## src/rtl/fdivsqrt_intpostproc.sv

```systemverilog
// Integer post-processor for the divide/sqrt unit: resolves the residual sign, corrects
// quotient or remainder, normalizes, sign-corrects and hands the XLEN result to writeback.
module fdivsqrt_intpostproc #(
   parameter int XLEN    = 64,
   parameter int DIVb    = 66,
   parameter int DIVBLEN = 7
) (
   input  logic               clk,
   input  logic               reset,
   input  logic               StartM,
   input  logic               FlushM,
   input  logic [DIVb+3:0]    WS,
   input  logic [DIVb+3:0]    WC,
   input  logic [DIVb+3:0]    D,
   input  logic [DIVb:0]      U,
   input  logic [DIVb:0]      UM,
   input  logic [DIVBLEN-1:0] IntNormShiftM,
   input  logic               RemOpM,
   input  logic               ALTBM,
   input  logic               BZeroM,
   input  logic               AsM,
   input  logic               BsM,
   input  logic               W64M,
   input  logic [XLEN-1:0]    AM,
   output logic               BusyM,
   output logic               ResultValidM,
   input  logic               ResultReadyW,
   output logic [XLEN-1:0]    IntDivResultM
);

   typedef enum logic [2:0] {IDLE, SUM, SHIFT, SIGN, HOLD} state_t;

   state_t                    state_q, state_d;
   logic signed [DIVb+3:0]    ws_q, ws_d, wc_q, wc_d, d_q, d_d;
   logic [DIVb:0]             u_q, u_d, um_q, um_d;
   logic [DIVBLEN-1:0]        shamt_q, shamt_d;
   logic                      remop_q, remop_d, as_q, as_d, bs_q, bs_d, w64_q, w64_d;
   logic [DIVb+3:0]           pre_q, pre_d;
   logic [XLEN-1:0]           sh_q, sh_d;
   logic [XLEN-1:0]           result_q, result_d;
   logic signed [DIVb+3:0]    w_sum;
   logic                      neg_sticky;
   logic [XLEN-1:0]           special;

   function automatic logic [XLEN-1:0] norm_shift(input logic [DIVb+3:0] pre,
                                                  input logic [DIVBLEN-1:0] amt);
      norm_shift = XLEN'(pre >> amt);
   endfunction

   function automatic logic [XLEN-1:0] sign_fix(input logic [XLEN-1:0] r, input logic neg);
      logic signed [XLEN-1:0] s;
      s = $signed(r);
      sign_fix = neg ? -s : s;
   endfunction

   // A 32-bit op keeps its result in the low word; bit 31 fills the upper word.
   function automatic logic [XLEN-1:0] w64_ext(input logic [XLEN-1:0] r, input logic w64);
      w64_ext = r;
      if (w64 && XLEN > 32)
         for (int i = 32; i < XLEN; i++) w64_ext[i] = r[31];
   endfunction

   always_comb begin
      state_d    = state_q;
      ws_d       = ws_q;
      wc_d       = wc_q;
      d_d        = d_q;
      u_d        = u_q;
      um_d       = um_q;
      shamt_d    = shamt_q;
      remop_d    = remop_q;
      as_d       = as_q;
      bs_d       = bs_q;
      w64_d      = w64_q;
      pre_d      = pre_q;
      sh_d       = sh_q;
      result_d   = result_q;
      w_sum      = ws_q + wc_q;
      neg_sticky = w_sum[DIVb+3];
      special    = AM;
      if (!RemOpM) special = BZeroM ? '1 : '0;

      if (FlushM) begin
         state_d = IDLE;
      end else begin
         case (state_q)
            IDLE: if (StartM) begin
               if (BZeroM || ALTBM) begin
                  result_d = w64_ext(special, W64M);
                  state_d  = HOLD;
               end else begin
                  ws_d    = WS;
                  wc_d    = WC;
                  d_d     = D;
                  u_d     = U;
                  um_d    = UM;
                  shamt_d = IntNormShiftM;
                  remop_d = RemOpM;
                  as_d    = AsM;
                  bs_d    = BsM;
                  w64_d   = W64M;
                  state_d = SUM;
               end
            end
            // SUM -> SHIFT: a negative residual means the last digit overshot by one.
            SUM: begin
               if (remop_q) pre_d = neg_sticky ? w_sum + d_q : w_sum;
               else         pre_d = {3'b000, neg_sticky ? um_q : u_q};
               state_d = SHIFT;
            end
            // SHIFT -> SIGN
            SHIFT: begin
               sh_d    = norm_shift(pre_q, shamt_q);
               state_d = SIGN;
            end
            // SIGN -> HOLD
            SIGN: begin
               result_d = w64_ext(sign_fix(sh_q, remop_q ? as_q : (as_q ^ bs_q)), w64_q);
               state_d  = HOLD;
            end
            HOLD:    if (ResultReadyW) state_d = IDLE;
            default: state_d = IDLE;
         endcase
      end
   end

   always_ff @(posedge clk or posedge reset) begin
      if (reset) begin
         state_q  <= IDLE;
         ws_q     <= '0;
         wc_q     <= '0;
         d_q      <= '0;
         u_q      <= '0;
         um_q     <= '0;
         shamt_q  <= '0;
         remop_q  <= 1'b0;
         as_q     <= 1'b0;
         bs_q     <= 1'b0;
         w64_q    <= 1'b0;
         pre_q    <= '0;
         sh_q     <= '0;
         result_q <= '0;
      end else begin
         state_q  <= state_d;
         ws_q     <= ws_d;
         wc_q     <= wc_d;
         d_q      <= d_d;
         u_q      <= u_d;
         um_q     <= um_d;
         shamt_q  <= shamt_d;
         remop_q  <= remop_d;
         as_q     <= as_d;
         bs_q     <= bs_d;
         w64_q    <= w64_d;
         pre_q    <= pre_d;
         sh_q     <= sh_d;
         result_q <= result_d;
      end
   end

   assign BusyM         = (state_q != IDLE);
   assign ResultValidM  = (state_q == HOLD);
   assign IntDivResultM = result_q;

endmodule

```

## config.mk

```make
export PLATFORM = sky130hd
export DESIGN_NAME = fdivsqrt_intpostproc
export DESIGN_NICKNAME = d
export VERILOG_FILES = /design/src/rtl/fdivsqrt_intpostproc.sv
export SDC_FILE = /design/constraint.sdc
export NUM_CORES = 2
export LEC_CHECK = 0
export BUFFER_PORTS_ARGS = -buffer_cell sky130_fd_sc_hd__clkbuf_2
export CELL_PAD_IN_SITES_DETAIL_PLACEMENT = 0
export CELL_PAD_IN_SITES_GLOBAL_PLACEMENT = 1
export CORE_UTILIZATION = 49
export CTS_CLUSTER_SIZE = 20
export DETAILED_ROUTE_END_ITERATION = 10
export PLACE_DENSITY = 0.86
export SLEW_MARGIN = 20
export SYNTH_ARGS = -nofsm -noshare
export SYNTH_HDL_FRONTEND = slang
export SYNTH_SLANG_ARGS = --single-unit
```

## constraint.sdc

```tcl
create_clock -name clk -period 34.7 [get_ports clk]
set_clock_uncertainty 0.1 [all_clocks]
set_input_delay 1.735 -clock clk [delete_from_list [all_inputs] [get_ports clk]]
set_output_delay 1.735 -clock clk [all_outputs]
set_load 0.03 [all_outputs]
```

==> results.md <==
- Outcome: complete, but fails checks
- Violated checks: design-rule violations
- Flop2flop setup slack: 28200 ps
- Slew headroom: 32.7%
- Worst hold path class: flop to flop
- Max-slew violation count: 0
- Sequential area share after synthesis: 38.3%
- P per Cell Area: 120 nW/um^2
- RSZ-0062 raised after global routing: false
- Total CTS buffers: 61
- Vias in the first global route: 29100
- Util after Layout: 56.6%
- Final Net Count: 4717
- Critical path capture point type: flop
- GRT Util Overall: 28.4%
- Average vias per placed instance: 5.87
- DRT iter0 DRCs: 2722
- Worst setup slack after layout: 28200 ps
- Filler instances: 6605
- Final GP Congestion: 0.944
- Port bufs: 491
- Lkg Pwr: 19.0 nW
- Reg-to-reg endpoint: pre_q[68]
- Total routed wirelength: 108000 um
- Register bit count reported by yosys: 556
- Sink Count: 556
- Drt first pass iters: 9
- Largest net degree at the start of global routing: 152
- Worst-Margin Slew: 1010 ps
- Die H: 274 um
- Core Area: 73100 um^2
- CTS resizes: 0
- Clock transition at path regs: 60 ps
- CTS max path bufs: 3
- FF-to-FF Start: ws_q[4]
- Critical path launch point type: flop
- Multi-input combinational cell area: 21200 um^2
- CTS tree: built
- Hold Crit Endpoint: IntDivResultM[32]
- Pre-CTS setup slack: 28320 ps
- HPWL Detailed: 82600 um
- First-pass GRT wire length: 167000 um
- FF-to-FF path depth: 24
- Final hold vios: 0
- Die area: 75200 um^2
- Fin crit share: 18.7%
- Hold path start: IntDivResultM[32]
- Async SR Flop Fraction: 100%
- Leading cell type in the layout, fill and taps excluded: dfrtp_1
- # rows: 99
- CP Class: flop to flop
- DR WL/cell: 21.0 um
- Hold-fix buffers, CTS: 0
- Post-Syn Area: 36300 um^2
- Number of synthesized flops with an enable pin: 0
- Critical path fanouts, max: 4
- Sequential cell area: 13900 um^2
- Initial Utilization: 49.7%
- DRT antenna net count: 0
- Total number of vias: 30300
- Fmax: 154 MHz
- Critical path arrival: 6930 ps
- Worst Setup SP: ws_q[4]
- Setup_tns: 0 ps
- Synth-to-layout area growth: 14.0%
- Post-CTS Setup Inserts: 0
- Req. time, crit path: 35130 ps
- Hold path cells: 2
- Number of max-cap violations: 0
- Remaining DRCs: 36
- Synthesized area per cell: 9.55 um^2
- H-tree depth: 2
- Netlist cell types: 82
- Synth Instances: 3803
- Layout cells sized above 1: 26.5%
- Final setup fails: 0
- Total gr overflow: 0
- Syn nets: 4373
- Top Ports: 492
- Initial antenna violation count: 11
- Root buf cell: clkbuf_16
- Hold slack: 377 ps
- Final min period: 6500 ps
- Worst-case vdd ir drop: 0.0836 mV
- Die Wd: 274 um
- Most frequent cells in the layout: dfrtp_1, clkbuf_2, nand2_1
- Clock Latency Late Sink: 670 ps
- Synth Warn #: 0
- Main synth FF type: dfrtp_1
how the worst max path moves through the flow:
stage | end | slack (ps) | cells after the start
global placement | pre_q[69] | 28580 | 23
floorplan | IntDivResultM[0] | 17320 | 1
detailed placement | pre_q[64] | 28320 | 24
finish | pre_q[68] | 28200 | 24
CTS | pre_q[68] | 28310 | 24
global route | pre_q[69] | 27830 | 22
layout make-up:
cell class / instances / area share (%)
multi-input combinational: 2943 / 51.3
inverter: 56 / 0.526
timing repair buffer: 529 / 6.74
clock inverter: 24 / 0.662
tap: 959 / 2.90
clock buffer: 90 / 4.27
antenna: 3 / 0.0181
sequential: 556 / 33.6
report_power, final:
part	leakage, nW	internal, mW	switching [mW]
Clock	0.987	0.376	0.281
Sequential	6.91	0.865	0.188
Combinational	11.1	1.28	1.98
Total	19.0	2.52	2.45
sequential cells by signal, indices dropped and copies added (netlist names):
register	count
pre_q	70
ws_q	70
d_q	70
w64_q	1
remop_q	1
as_q	1
wc_q	70
bs_q	1
u_q	67
shamt_q	7
um_q	67
state_q	3
IntDivResultM	64
sh_q	64
stage by stage:
stage,instance area [um^2],total power [mW],cells
floorplan,36300,3.40,3803
global placement,39300,4.24,5042
detailed placement,39300,4.25,5042
CTS,41400,4.93,5156
global route,41400,5.33,5160
finish,41400,4.97,5160
layer usage:
metal | wire length [um] | GRT usage, % | vias up | part of all wire, %
li1 | - | - | 14600 | -
met1 | 47800 | 39.0 | 14500 | 44
met2 | 49800 | 44.9 | 946 | 46
met3 | 6570 | 4.99 | 211 | 6.1
met4 | 3820 | 10.0 | 14 | 3.5
met5 | 91 | 0 | - | 0.084
worst max-delay path: stages (launching register included):
cell and delay [ps]:
dfrtp_1 390, ha_1 370, o211ai_1 150, o211a_1 280
o31a_1 340, a21oi_1 300, a21oi_1 170, o21ai_0 360
a21oi_1 230, o21ai_0 420, a21boi_0 200, xnor2_1 360
ha_1 330, a21oi_1 120, o21ai_0 120, nor2_1 180
nand2_1 90, a211oi_2 310, o31ai_2 180, a311o_1 360
a41oi_2 300, o21ai_1 140, a31oi_1 220, mux2i_1 100
a221o_1 260
cells by family (layout without fill, tap and decap cells):
kind of cell	Yosys count	count (layout)	synth area share, %
AOI/OAI and AO/OA	1065	1065	17.9
and+or+nand+nor	965	965	11.6
muxes	578	578	19.1
DFF	556	556	38.3
buffers and inverters	304	699	3.41
xor gates and xnor gates	191	191	4.61
adders and majority gates	144	144	5.00
other	0	3	0
synth_stat cells (all sizes together) (7+ instances only):
library cell	number	area, um^2
a211oi	24	203
a21boi	7	52.6
a21o	67	503
a21oi	358	1800
a221o	21	210
a221oi	7	61.3
a22o	27	236
a31oi	28	175
and2	7	43.8
and3	22	138
buf	52	293
clkbuf	196	736
dfrtp	556	13900
ha	142	1780
inv	55	206
mux2	386	4350
mux2i	138	1380
mux4	54	1220
nand2	488	1830
nand2b	15	93.8
nand3	27	140
nand4	37	238
nor2	250	941
nor2b	17	106
nor3	35	180
nor4	13	87.6
o211ai	16	120
o21a	18	135
o21ai	324	1620
o21bai	35	263
o221ai	43	377
o22ai	19	119
o31ai	18	150
or3	21	131
or4	10	78.8
xnor2	114	998
xor2	77	674
Power figures use the tool's default switching activity.
